===== src/rtl/capture_sequencer.sv =====
// Multi-channel ADC capture sequencer: decimated, masked sample writes into a
// circular RAM with pre-trigger history, external/forced triggering and trigger-pointer report.
module capture_sequencer #(
  parameter int unsigned nch = 8,
  parameter int unsigned dw  = 16,
  parameter int unsigned aw  = 14,
  parameter int unsigned cw  = 10
) (
  input  logic              clk,
  input  logic              rst,
  input  logic [nch*dw-1:0] adc_data,
  input  logic [nch-1:0]    chan_mask,
  input  logic [cw-1:0]     dec_ratio,
  input  logic [aw-1:0]     pretrig,
  input  logic              mode,
  input  logic              arm,
  input  logic              ext_trig,
  input  logic              force_trig,
  output logic              wr_en,
  output logic [aw-1:0]     wr_addr,
  output logic [nch*dw-1:0] wr_data,
  output logic              busy,
  output logic              done,
  output logic [aw-1:0]     trig_ptr,
  output logic              trig_missed
);

  typedef enum logic [2:0] {S_IDLE, S_PRE, S_WAIT, S_POST, S_DONE} state_t;

  localparam logic [aw:0] FULL = (aw+1)'(1) << aw;

  state_t              state_q, state_d;
  logic [cw-1:0]       cnt_q, cnt_d, dec_q, dec_d;
  logic [aw-1:0]       ptr_q, ptr_d, pre_rem_q, pre_rem_d, pt_q, pt_d;
  logic [aw:0]         post_rem_q, post_rem_d;
  logic [nch-1:0]      mask_q, mask_d;
  logic                pend_q, pend_d, missed_q, missed_d;
  logic [aw-1:0]       trig_ptr_q, trig_ptr_d, wr_addr_q, wr_addr_d;
  logic                wr_en_q, wr_en_d;
  logic [nch*dw-1:0]   wr_data_q, wr_data_d, masked;
  logic                strobe, trig, do_write;

  assign strobe = (cnt_q == dec_q);
  assign trig   = ext_trig | force_trig;

  always_comb begin
    masked = '0;
    for (int unsigned k = 0; k < nch; k++) begin
      masked[k*dw +: dw] = adc_data[k*dw +: dw] & {dw{mask_q[k]}};
    end
  end

  // New ratio is picked up only when the counter wraps or a capture is armed.
  always_comb begin
    cnt_d = '0;
    dec_d = dec_q;
    if (!arm && !strobe) cnt_d = cnt_q + cw'(1);
    if (arm || strobe) dec_d = dec_ratio;
  end

  always_comb begin
    state_d    = state_q;
    ptr_d      = ptr_q;
    pre_rem_d  = pre_rem_q;
    post_rem_d = post_rem_q;
    pt_d       = pt_q;
    mask_d     = mask_q;
    pend_d     = pend_q;
    missed_d   = missed_q;
    trig_ptr_d = trig_ptr_q;
    wr_en_d    = 1'b0;
    wr_addr_d  = wr_addr_q;
    wr_data_d  = wr_data_q;
    do_write   = 1'b0;
    if (arm) begin
      // pretrig is aw bits wide, so it never exceeds 2^aw-1 and needs no clamp.
      ptr_d      = '0;
      missed_d   = 1'b0;
      pend_d     = 1'b0;
      mask_d     = chan_mask;
      pt_d       = pretrig;
      pre_rem_d  = pretrig;
      post_rem_d = FULL;
      trig_ptr_d = '0;
      if (!mode)               state_d = S_POST;
      else if (pretrig == '0)  state_d = S_WAIT;
      else                     state_d = S_PRE;
    end else begin
      case (state_q)
        S_PRE: begin
          if (trig) missed_d = 1'b1;
          if (strobe) begin
            do_write  = 1'b1;
            pre_rem_d = pre_rem_q - aw'(1);
            if (pre_rem_q == aw'(1)) state_d = S_WAIT;
          end
        end
        S_WAIT: begin
          if (strobe) begin
            do_write = 1'b1;
            if (pend_q || trig) begin
              pend_d     = 1'b0;
              trig_ptr_d = ptr_q;
              post_rem_d = FULL - {1'b0, pt_q} - (aw+1)'(1);
              state_d    = (pt_q == '1) ? S_DONE : S_POST;
            end
          end else if (trig) begin
            pend_d = 1'b1;
          end
        end
        S_POST: begin
          if (strobe) begin
            do_write   = 1'b1;
            post_rem_d = post_rem_q - (aw+1)'(1);
            if (post_rem_q == (aw+1)'(1)) state_d = S_DONE;
          end
        end
        default: ;
      endcase
    end
    if (do_write) begin
      wr_en_d   = 1'b1;
      wr_addr_d = ptr_q;
      wr_data_d = masked;
      ptr_d     = ptr_q + aw'(1);
    end
  end

  always_ff @(posedge clk) begin
    if (rst) begin
      state_q    <= S_IDLE;
      cnt_q      <= '0;
      dec_q      <= '0;
      ptr_q      <= '0;
      pre_rem_q  <= '0;
      post_rem_q <= '0;
      pt_q       <= '0;
      mask_q     <= '0;
      pend_q     <= 1'b0;
      missed_q   <= 1'b0;
      trig_ptr_q <= '0;
      wr_en_q    <= 1'b0;
      wr_addr_q  <= '0;
      wr_data_q  <= '0;
    end else begin
      state_q    <= state_d;
      cnt_q      <= cnt_d;
      dec_q      <= dec_d;
      ptr_q      <= ptr_d;
      pre_rem_q  <= pre_rem_d;
      post_rem_q <= post_rem_d;
      pt_q       <= pt_d;
      mask_q     <= mask_d;
      pend_q     <= pend_d;
      missed_q   <= missed_d;
      trig_ptr_q <= trig_ptr_d;
      wr_en_q    <= wr_en_d;
      wr_addr_q  <= wr_addr_d;
      wr_data_q  <= wr_data_d;
    end
  end

  assign wr_en       = wr_en_q;
  assign wr_addr     = wr_addr_q;
  assign wr_data     = wr_data_q;
  assign busy        = (state_q == S_PRE) || (state_q == S_WAIT) || (state_q == S_POST);
  assign done        = (state_q == S_DONE);
  assign trig_ptr    = trig_ptr_q;
  assign trig_missed = missed_q;

endmodule


===== config.mk =====
export PLATFORM = sky130hd
export DESIGN_NAME = capture_sequencer
export DESIGN_NICKNAME = d
export VERILOG_FILES = /design/src/rtl/capture_sequencer.sv
export SDC_FILE = /design/constraint.sdc
export NUM_CORES = 1
export LEC_CHECK = 0
export BUFFER_PORTS_ARGS = -buffer_cell sky130_fd_sc_hd__buf_2
export CORE_MARGIN = 2
export CORE_UTILIZATION = 35
export DETAILED_ROUTE_END_ITERATION = 8
export PLACE_DENSITY_LB_ADDON = 0.12
export SYNTH_ARGS = -nofsm -noshare
export SYNTH_HDL_FRONTEND = slang
export SYNTH_SLANG_ARGS = --single-unit

===== constraint.sdc =====
create_clock -name clk -period 5.33 [get_ports clk]
set_input_delay 0.533 -clock clk [delete_from_list [all_inputs] [get_ports clk]]
set_output_delay 0.533 -clock clk [all_outputs]
set_load 0.05 [all_outputs]

# After elaboration in Yosys (flattened, before gate mapping)
# Cells that the tools add are included.
[classes]
eq_ne = 18
reduce_logical = 25
addsub = 6
n_mux = 28
bitwise_logic = 10
[op_table]
columns = ["operator", "n"]
rows = [
  ["$and A16 B16 Y16", 8],
  ["$mux W14", 5],
  ["$mux W15", 4],
  ["$pmux W15 S2", 1],
  ["$sub A15 B1 Y15 const B", 2],
  ["$mux W3", 8],
  ["$ne A3 B3 Y1 const B", 6],
  ["$eq A15 B1 Y1 const B", 1],
  ["$sub A15 B14 Y15 const A", 1],
  ["$add A14 B1 Y14 const B", 1],
  ["$eq A14 B1 Y1 const B", 1],
  ["$eq A14 B14 Y1 const B", 1],
  ["$logic_not A14 Y1", 1],
  ["$sub A14 B1 Y14 const B", 1],
  ["$add A10 B1 Y10 const B", 1],
  ["$eq A10 B10 Y1", 1],
  ["$reduce_bool A2 Y1", 5],
  ["$pmux W3 S3", 1],
  ["$reduce_and A4 Y1", 2],
  ["$mux W1", 7],
  ["$reduce_and A7 Y1", 1],
  ["$eq A3 B2 Y1 const B", 2],
  ["$ne A2 B2 Y1 const B", 3],
  ["$reduce_and A3 Y1", 2],
  ["14 further kinds", 21],
]
[word_totals]
output_inout_bits = 160
ff_bits = 247
input_bits = 166
elab_cells = 102

# Longest topological paths before layout
[logic_depth]
depth_word = 6
mapped_depth = 9
ltp_nobuf = 6

# Least setup slack after synthesis
# Ideal clock, no wire load.
[synth_path]
path_kind = "register -> output"
from = "reg state_q[0]"
to = "out done"
stages_incl_launch_ff = 3
slack_ns = 3.219
required_time_ns = 4.797
path_buffers = 1
t_arrival_ns = 1.578
cell_sequence = "dfxtp_1 -> buf_2 -> nor3b_1"
[synth_via]
elab_chain_len = 1
[synth_lines]
columns = ["element", "line_no", "text"]
rows = [
  ["start: declaration", "32", "state_t state_q, state_d;"],
  ["start signal: assignment", "146", "state_q <= state_d;"],
  ["$eq A3 B3 Y1", "167", "assign done = (state_q == S_DONE);"],
  ["end: declaration", "23", "output logic done,"],
]
# Every way passes these cells.

# Worst setup path in the final report
[layout_path]
from = "reg cnt_q[3]"
to = "reg wr_data_q[107], in the netlist wr_data[107]"
[layout_via]
elab_chain_len = 4
[layout_lines]
columns = ["element", "line_no", "text"]
rows = [
  ["start: declaration", "33", "logic [cw-1:0] cnt_q, cnt_d, dec_q, dec_d;"],
  ["start signal: assignment", "147", "cnt_q <= cnt_d;"],
  ["$eq A10 B10 Y1", "43", "assign strobe = (cnt_q == dec_q);"],
  ["$mux W1", "92, 99, 112", ""],
  ["$mux W1", "-", ""],
  ["$mux W1", "75", "if (arm) begin"],
  ["end signal: assignment", "159", "wr_data_q <= wr_data_d;"],
  ["end: declaration", "40", "logic [nch*dw-1:0] wr_data_q, wr_data_d, masked;"],
]
# Every way passes these cells.
# A chain may end at the register's enable or synchronous reset.

==> flow_summary.toml <==
[placed_design]
placed_area_sq_mm = 0.0123
hpwl_microns = 23900
routabilityCongestion = 0.780
port_buffers = 325

[yosys]
synth-adder-area-share_pct = 0.708
synth-compound-area-share_pct = 19.8
yosys-mux-area-fraction_pct = 4.56
synth_edf_count = 0
synth_cell_types = 61
syn_nets = 1441
synth_area_sq_mm = 0.0106
synth-xor-area-share_pct = 2.14
synth_ff_type = "dfxtp_1"
synthCells = 1269
ys_seq_elements = 247
synth-simple-area-share_pct = 20.8
async_reset_ff_share_pct = 0
ys_seq_area_share_pct = 46.6
synth_top_family_by_area = "simple AND/OR/NAND/NOR gates"
ys.warnings.count = 0
synth_area_per_cell_sq_um = 8.36

[global_route]
met2_usage_pct = 34.9
overflow = 0
grt_pass1_wl_microns = 56800
grt_max_degree = 102
grt_use_total_pct = 22.2
antenna_found_initial = 3
grt_util_met1_pct = 30.6
grt.busiest_layer = "met2"
first_global_vias = 9888
grtUsageMet3_pct = 5.33

[worst_hold_path]
hold_depth = 3
hold_end = "mask_q[7]$_SDFFE_PP0P_"
worstHoldStart = "chan_mask[7]"
hp-class = "in2reg"

[cells_and_area]
layout_commonest_cell = "buf_2"
area_delta_synth_final_pct = 25.3
nNetsFinal = 1679
final_cell_mix = "buf_2, dfxtp_1, a21oi_1"
design_area_sq_mm = 0.0133
drive_gt1_share_pct = 26.6
n_fill_cell = 2970

[pwr]
p_total_mw = 4.47
clockPowerShare_pct = 44.3
p_switching_mw = 1.25
p_int_mw = 3.23
power.share.sequential_pct = 43.5
ir_worst_vdd_mv = 0.202
p_per_area_mw_per_mm2 = 337
comb_power_share_pct = 12.2
total_leakage_power_nw = 5.42
swShare_pct = 27.8

[floorplan]
fp.dieH_microns = 178
core_sq_mm = 0.0297
start_util_pct = 35.7
die_x_microns = 178
die_area_sq_mm = 0.0317
ios = 326
fp-row-count = 63

[timing]
finalMaxSlewViolations = 0
finalHoldViolations = 0
slew_headroom_pct = 29.2
fmax_ghz = 0.316
setup_violations = 0
rsz0062_at_grt = "no"
worstMarginPinSlew_ps = 1060
setup_tns_ps = 0
min_period_over_period_pct = 59.3
final.min_clock_period_ps = 3160
skew_ps = 12.9

[clock_network]
cts_setup_buffers = 0
h-tree-depth = 1
clk_latency_ps = 550
postCtsHoldBufs = 0
clock-root-buffer = "clkbuf_16"
cts.clk_slew.worst_paths_ps = 60
clock-sinks = 247
clockBufferDepth = 3
cts-buffers-inserted = 29
cts_resized = 0
cts_tree = "yes"

[detailed_routing]
drt-total-wl_microns = 36500
via_per_inst = 5.51
drc = 0
drt_iter0_drc = 689
ant_nets = 0
wl_per_cell_microns = 19.0
num_vias = 10585
first_pass_iters = 4

[worst_setup_path]
startpoint_type = "register"
cp-end-kind = "register"
rr_endpoint = "wr_data[107]$_SDFFE_PP0P_"
worstRegToRegCells = 7
path_max_fanout = 63
arrival_ps = 3630
reg2reg_from = "cnt_q[3]$_SDFF_PP0_"
critPathRequiredTime_ps = 5790
rrSetupSlack_ps = 2170
critPathKind = "reg2reg"

[job]
maxCapViolCount = 0

[outcome]
status = "finished, final reports clean"
-- power by group through the flow --
stage,combinational (mW),sequential [mW],clock (mW)
2_1_floorplan,0.364,1.98,0
3_5_place_dp,0.544,1.98,0
6_report,0.544,1.95,1.98
3_3_place_gp,0.546,1.99,0
5_1_grt,0.602,1.95,2.12
4_1_cts,0.545,1.94,2.03
-- metal layers --
| layer | up-vias | wire length [microns] |
|---|---|---|
| li1 | 5146 | - |
| met2 | 351 | 16800 |
| met3 | 53 | 2760 |
| met5 | - | 27 |
| met1 | 5031 | 16100 |
| met4 | 4 | 756 |
-- registers in the layout, indices dropped and copies added (netlist names) --
signal       cells
cnt_q           10
dec_q           10
mask_q           8
pend_q           1
post_rem_q      15
pre_rem_q       14
pt_q            14
ptr_q           14
state_q          3
trig_missed      1
trig_ptr        14
wr_addr         14
wr_data        128
wr_en            1
-- through the flow --
stage / util (%) / std cells / setup slack [ps] / hold slack, ps
after floorplan: - / 1269 / 3220 / 436
after global routing: 44.7 / 1919 / 1860 / 210
final: 44.7 / 1921 / 2170 / 218
after CTS: 44.7 / 1919 / 2190 / 194
after global placement: 41.5 / 1866 / 2290 / 453
after detailed placement: 41.5 / 1866 / 2210 / 462
-- worst max-delay path, stage by stage (launching register included) --
cell and delay (ps):
dfxtp_1 430, xnor2_1 160, nand4_1 570, nor4_4 370, buf_4 470, buf_4 640
nand4_1 180, a21oi_1 210
-- cell type report --
cell class	count	area, sq um	area share (%)
clock inverter	14	133	0.998
antenna	2	5.00	0.0377
timing repair buffer	341	1760	13.2
clock buffer	39	823	6.20
multi-input combinational	877	5090	38.3
tap	390	488	3.67
sequential	247	4940	37.2
inverter	11	43.8	0.330
-- cells by family (layout without fill, tap and decap cells) --
group / Yosys count / in the layout
xor+xnor: 25 / 25
compound gates: 388 / 388
flops: 247 / 247
fa+ha+maj: 6 / 6
mux: 48 / 48
simple gates: 410 / 410
buf+inv: 145 / 405
other cells: 0 / 2
-- cells in the mapped netlist, types with 3 or more instances --
master / count / area (sq um)
a21oi_1: 175 / 876
a31oi_1: 6 / 37.5
and3_1: 14 / 87.6
and4_1: 7 / 61.3
buf_1: 15 / 56.3
buf_2: 19 / 95.1
clkbuf_1: 100 / 375
dfxtp_1: 247 / 4940
ha_1: 6 / 75.1
inv_1: 11 / 41.3
mux2i_1: 46 / 460
nand2_1: 56 / 210
nand2b_1: 3 / 18.8
nand3_1: 37 / 185
nand4_1: 143 / 895
nor2_1: 90 / 338
nor2b_1: 3 / 18.8
nor3_1: 14 / 70.1
nor4_1: 17 / 106
nor4_2: 3 / 37.5
o2111ai_1: 3 / 26.3
o211ai_1: 7 / 52.6
o21ai_0: 162 / 811
o22ai_1: 4 / 25.0
o31ai_1: 5 / 37.5
or3_1: 7 / 43.8
or4_1: 4 / 30.0
xnor2_1: 19 / 166
xor2_1: 5 / 43.8
-- worst max path at each step --
stage | from | end | depth (start not counted)
after floorplan | state_q[0]$_SDFFE_PP0P_ | done | 2
after global placement | cnt_q[6]$_SDFF_PP0_ | wr_data[104]$_SDFFE_PP0P_ | 7
after detailed placement | cnt_q[3]$_SDFF_PP0_ | wr_data[107]$_SDFFE_PP0P_ | 7
after CTS | cnt_q[3]$_SDFF_PP0_ | wr_data[107]$_SDFFE_PP0P_ | 7
after global routing | cnt_q[3]$_SDFF_PP0_ | wr_data[53]$_SDFFE_PP0P_ | 7
final | cnt_q[3]$_SDFF_PP0_ | wr_data[107]$_SDFFE_PP0P_ | 7
(Power assumes the default switching activity.)
